==> config.mk <==
export PLATFORM = sky130hd
export DESIGN_NAME = snitch_ssr_cfg_sequencer
export DESIGN_NICKNAME = d
export VERILOG_FILES = /design/src/rtl/snitch_ssr_cfg_sequencer.sv
export SDC_FILE = /design/constraint.sdc
export NUM_CORES = 1
export LEC_CHECK = 0
export ABC_CLOCK_PERIOD_IN_PS = 15600
export BUFFER_PORTS_ARGS = -buffer_cell sky130_fd_sc_hd__buf_2
export CELL_PAD_IN_SITES_DETAIL_PLACEMENT = 0
export CELL_PAD_IN_SITES_GLOBAL_PLACEMENT = 1
export CORE_MARGIN = 2
export CORE_UTILIZATION = 41
export CTS_CLUSTER_DIAMETER = 80
export DETAILED_ROUTE_END_ITERATION = 8
export GPL_ROUTABILITY_DRIVEN = 1
export PLACE_DENSITY = 0.86
export SLEW_MARGIN = 20
export SYNTH_ARGS = -nofsm -noshare
export SYNTH_HDL_FRONTEND = slang
export SYNTH_SLANG_ARGS = --single-unit
==> constraint.sdc <==
create_clock -name clk_i -period 15.6 [get_ports clk_i]
set_input_delay 1.56 -clock clk_i [delete_from_list [all_inputs] [get_ports clk_i]]
set_output_delay 1.56 -clock clk_i [all_outputs]
set_load 0.01 [all_outputs]
==> src/rtl/snitch_ssr_cfg_sequencer.sv <==
// snitch_ssr_cfg_sequencer: turns SSR job descriptors into a sequence of streamer config-register writes.
module snitch_ssr_cfg_sequencer #(
  parameter int unsigned NumDims  = 4,
  parameter int unsigned NumSsrs  = 3,
  parameter int unsigned CntWidth = 16
) (
  input  logic                  clk_i,
  input  logic                  rst_i,
  input  logic                  job_valid_i,
  output logic                  job_ready_o,
  input  logic [4:0]            job_ssr_i,
  input  logic [1:0]            job_dims_i,
  input  logic                  job_write_i,
  input  logic [31:0]           job_repeat_i,
  input  logic [NumDims*32-1:0] job_bound_i,
  input  logic [NumDims*32-1:0] job_stride_i,
  input  logic [31:0]           job_ptr_i,
  output logic [11:0]           cfg_word_o,
  output logic                  cfg_write_o,
  output logic [31:0]           cfg_wdata_o,
  input  logic                  cfg_wready_i,
  output logic                  busy_o,
  output logic                  err_o,
  output logic [CntWidth-1:0]   jobs_issued_o
);
  typedef enum logic [2:0] {IDLE, REPEAT, BOUND, STRIDE, PTR} state_e;
  state_e state_q, state_d;
  logic [1:0] d_q, d_d, dims_q, dims_d;
  logic [4:0] ssr_q, ssr_d;
  logic wr_q, wr_d, acc, bad;
  logic [NumDims*32-1:0] bnd_q, bnd_d, str_q, str_d;
  logic [31:0] ptr_q, ptr_d, wdata_d;
  logic [11:0] word_d;
  logic write_d, err_d;
  logic [CntWidth-1:0] cnt_d;
  assign job_ready_o = state_q == IDLE;
  assign busy_o = state_q != IDLE;
  assign acc = cfg_write_o && cfg_wready_i;
  assign bad = ({27'b0, job_ssr_i} >= NumSsrs && job_ssr_i != 5'd31) || {30'b0, job_dims_i} >= NumDims;
  always_comb begin
    state_d = state_q;
    d_d = d_q;
    dims_d = dims_q;
    ssr_d = ssr_q;
    wr_d = wr_q;
    bnd_d = bnd_q;
    str_d = str_q;
    ptr_d = ptr_q;
    word_d = cfg_word_o;
    wdata_d = cfg_wdata_o;
    write_d = cfg_write_o;
    err_d = err_o;
    cnt_d = jobs_issued_o;
    case (state_q)
      IDLE: if (job_valid_i) begin
        if (bad) err_d = 1'b1;
        else begin
          state_d = REPEAT;
          d_d = 2'd0;
          dims_d = job_dims_i;
          ssr_d = job_ssr_i;
          wr_d = job_write_i;
          bnd_d = job_bound_i;
          str_d = job_stride_i;
          ptr_d = job_ptr_i;
          word_d = {job_ssr_i, 2'b00, 5'd1};
          wdata_d = job_repeat_i;
          write_d = 1'b1;
        end
      end
      REPEAT: if (acc) begin
        state_d = BOUND;
        word_d = {ssr_q, 2'b00, 5'd2 + {3'b0, d_q}};
        wdata_d = bnd_q[32*d_q +: 32];
      end
      BOUND: if (acc) begin
        state_d = STRIDE;
        word_d = {ssr_q, 2'b00, 5'd6 + {3'b0, d_q}};
        wdata_d = str_q[32*d_q +: 32];
      end
      STRIDE: if (acc) begin
        if (d_q == dims_q) begin
          state_d = PTR;
          word_d = {ssr_q, 2'b00, (wr_q ? 5'd28 : 5'd24) + {3'b0, dims_q}};
          wdata_d = ptr_q;
        end else begin
          state_d = BOUND;
          d_d = d_q + 2'd1;
          word_d = {ssr_q, 2'b00, 5'd3 + {3'b0, d_q}};
          wdata_d = bnd_q[32*d_q+32 +: 32];
        end
      end
      PTR: if (acc) begin
        state_d = IDLE;
        write_d = 1'b0;
        cnt_d = jobs_issued_o + CntWidth'(1);
      end
      default: state_d = IDLE;
    endcase
  end
  always_ff @(posedge clk_i or posedge rst_i) begin
    if (rst_i) begin
      state_q <= IDLE;
      d_q <= '0;
      dims_q <= '0;
      ssr_q <= '0;
      wr_q <= 1'b0;
      bnd_q <= '0;
      str_q <= '0;
      ptr_q <= '0;
      cfg_word_o <= '0;
      cfg_wdata_o <= '0;
      cfg_write_o <= 1'b0;
      err_o <= 1'b0;
      jobs_issued_o <= '0;
    end else begin
      state_q <= state_d;
      d_q <= d_d;
      dims_q <= dims_d;
      ssr_q <= ssr_d;
      wr_q <= wr_d;
      bnd_q <= bnd_d;
      str_q <= str_d;
      ptr_q <= ptr_d;
      cfg_word_o <= word_d;
      cfg_wdata_o <= wdata_d;
      cfg_write_o <= write_d;
      err_o <= err_d;
      jobs_issued_o <= cnt_d;
    end
  end
endmodule

==> summary.txt <==
Status
  – Run status: finished clean

Clock network
  – Maximum clock insertion buffer count: 3
  – Sink Count: 361
  – CTS clk-pin slew, worst paths: 0.06 ns
  – CTS H-Tree Depth: 2
  – Number of cells upsized or downsized after cts: 0
  – CTS tree: done
  – Post-CTS Setup Repair Bufs: 0
  – Hold-fix buffers at CTS: 0
  – Latest clock arrival within the worst-skew pair: 0.56 ns
  – Inserted Clock Buffers: 41
  – Root Buffer: clkbuf_16

Detailed routing
  – Drt drc: 0
  – WL final: 51080 um
  – Vias/cell: 5.173
  – Pre-antenna DRT Iters: 7
  – Avg WL per Cell: 18.51 um
  – Vias: 14272
  – Initial drt markers: 1108
  – Final ANT Viol Nets: 0

Final layout
  – Final-stage net count: 2520
  – Register Area: 9041 um2
  – Final Non-Filler Cells: 2759
  – Final-layout fill cell count: 3935
  – Area grow syn2layout: 19.93%
  – Multi-input logic area: 7572 um2
  – Share of layout cells above drive strength 1: 25.44%

Synth
  – Post-synthesis cell type count: 48
  – Post-synth EDFFs: 0
  – Ys flop type: dfrtp_1
  – Synth Register Bits: 361
  – Async SR Flop Fraction: 100.0%
  – Mapped Avg Cell Area: 9.363 um2
  – Seq/Total Area, Yosys: 51.90%
  – Synth Instances: 1859
  – Synth Cell Area: 17410 um2
  – Syn. warnings: 0

Timing
  – Pins Over Slew Limit: 0
  – Setup violators final: 0
  – Max Clock Skew: 0.02167 ns
  – Min Tclk post-route: 4.151 ns
  – Setup TNS: 0 ns
  – RSZ-0062 raised after global routing: no
  – Max-slew headroom: 25.81%
  – Worst Max-Slew Pin Slew: 1.113 ns
  – Part of the cycle the worst path needs: 26.61%
  – Hold slack: 0.4705 ns
  – Fmax achieved: 240.9 MHz
  – Hold Vio Cnt, Final: 0

Min path
  – Min-Delay Path Class: register to register
  – Hold path cells: 2

Place
  – Number of buffers added on ports: 393
  – Dpl cells: 2682
  – Hpwl dp: 33740 um
  – Routability-driven placement congestion ratio: 0.8150

Pwr
  – Peak supply drop: 0.08797 mV
  – PD cells: 195.3 nW/um2
  – Cell leakage power: 10.59 nW

Floorplanning
  – Die Width: 210.0 um
  – Core Box Area: 41950 um2
  – Die Height: 210.0 um
  – Initial core utilization: 41.49%
  – Die ar.: 44120 um2
  – Std-Cell Rows: 75
  – # IOs: 396

Flow run
  – Max-cap viol count: 0

GRT
  – Largest net degree at the start of global routing: 204
  – Overflow after GRT: 0
  – Total GRT Usage: 23.32%
  – Initial antenna violation count: 4
  – First-pass GRT wire length: 80360 um
  – Vias in the first global route: 14448

Critical path
  – CP Depth: 8
  – CP cell instances: buf_2 -> and4_1 -> a21oi_2 -> or2_4 -> buf_4 -> buf_4 -> nand2_1 -> nand2_1
  – Critical Path Sink Type: register
  – Crit start category: input port
  – Arrival @ worst endpoint: 4.63 ns
  – R2R depth: 7
  – Crit Path Class: input port to register
  – CP Max Fanout: 107
  – Critical path's slowest cell: buf_4
  – Slowest stage delay, CP: 0.89 ns
  – Bufs and invs on worst path: 3
  – Crit path max-delay family: buffers and inverters
  – Req. time, crit path: 16.08 ns
-- synth_stat cells (all sizes together) (5+ instances only) --
| master | count | area, um2 |
|---|---|---|
| nand2b | 35 | 219.0 |
| buf | 98 | 723.2 |
| nand3 | 11 | 55.05 |
| mux4 | 64 | 1441 |
| dfrtp | 361 | 9034 |
| nand2 | 965 | 3622 |
| nor2 | 16 | 65.06 |
| inv | 9 | 33.78 |
| mux2i | 70 | 700.7 |
| a31oi | 34 | 212.7 |
| xnor2 | 14 | 122.6 |
| clkbuf | 30 | 116.4 |
| o211ai | 63 | 473.0 |
| a21oi | 42 | 214.0 |
| nor3b | 5 | 42.54 |
| nand4 | 5 | 31.28 |
-- cell families after synthesis --
family                   after synthesis  share of synthesized area (%)
AO/OA/AOI/OAI                        153                          5.837
adder cells (fa/ha/maj)                2                         0.1437
flip-flops                           361                          51.90
AND/OR/NAND/NOR                     1051                          23.74
multiplexers                         136                          12.44
XOR/XNOR                              18                         0.9058
other                                  1                        0.02154
buffers and inverters                137                          5.018
-- area by class of cell --
class | count | area share, %
flip-flops and latches | 361 | 43.31
inverters | 9 | 0.1978
repair buffers | 411 | 10.19
clock inverters | 11 | 0.6713
diodes | 3 | 0.03596
clock buffers | 63 | 6.090
well taps | 539 | 3.231
multi-input cells | 1362 | 36.27
-- layout by cell type, fill, tap and decap left out, types with 8 or more instances in the layout --
master     count
a21oi_1       41
a31oi_1       34
buf_2        393
buf_4         16
clkbuf_1       8
clkbuf_16     43
clkbuf_8      12
dfrtp_1      359
mux2i_1       70
mux4_2        64
nand2_1      964
nand2b_1      34
nand3_1       11
nor2_1        14
o211ai_1      63
xnor2_1       14
-- power by group --
part | switching, mW | internal (mW)
clock | 0.391 | 0.610
sequential | 0.296 | 1.33
combinational | 0.808 | 0.639
-- worst reg2reg max path: cells and delay by family (launching register included) --
family        cells  cell delay [ns]
buf+inv           2             1.56
simple gates      5             1.37
flops             1             0.61
-- registers in the layout, summed over array words and instances, names as in the netlist --
name / cells
cfg_write_o: 1
str_q: 128
cfg_word_o: 10
wr_q: 1
dims_q: 2
ssr_q: 5
err_o: 1
cfg_wdata_o: 32
d_q: 2
jobs_issued_o: 16
bnd_q: 128
ptr_q: 32
state_q: 3
-- path summary, 6_finish.rpt --
kind,from,end,slack [ns]
setup reg to reg,state_q[0],str_q[123],11.99
hold reg to reg,str_q[98],str_q[98],0.47
max in group asynchronous,rst_i,str_q[21],12.87
setup / recovery,job_ssr_i[2],bnd_q[59],11.45
hold / removal,str_q[98],str_q[98],0.47
min in group asynchronous,rst_i,bnd_q[70],1.16
-- per-stage QoR --
stage                     area, um2  setup slack (ns)  power, mW  util, %
after global placement        19450             10.98      3.048    46.37
after global routing          20870             11.21      4.354    49.76
after detailed placement      19460             10.94      3.096    46.38
after floorplan               17410             4.021      2.614        -
after CTS                     20870             11.49      4.116    49.75
final                         20880             11.45      4.078    49.77
-- per-layer routing --
layer	vias up	track usage, %	share of wire, %
li1	6749	-	-
met1	6991	32.28	44
met2	442	37.89	48
met3	88	3.352	5.4
met4	2	8.046	2.8
met5	-	0	0.025
(Power assumes the default switching activity.)
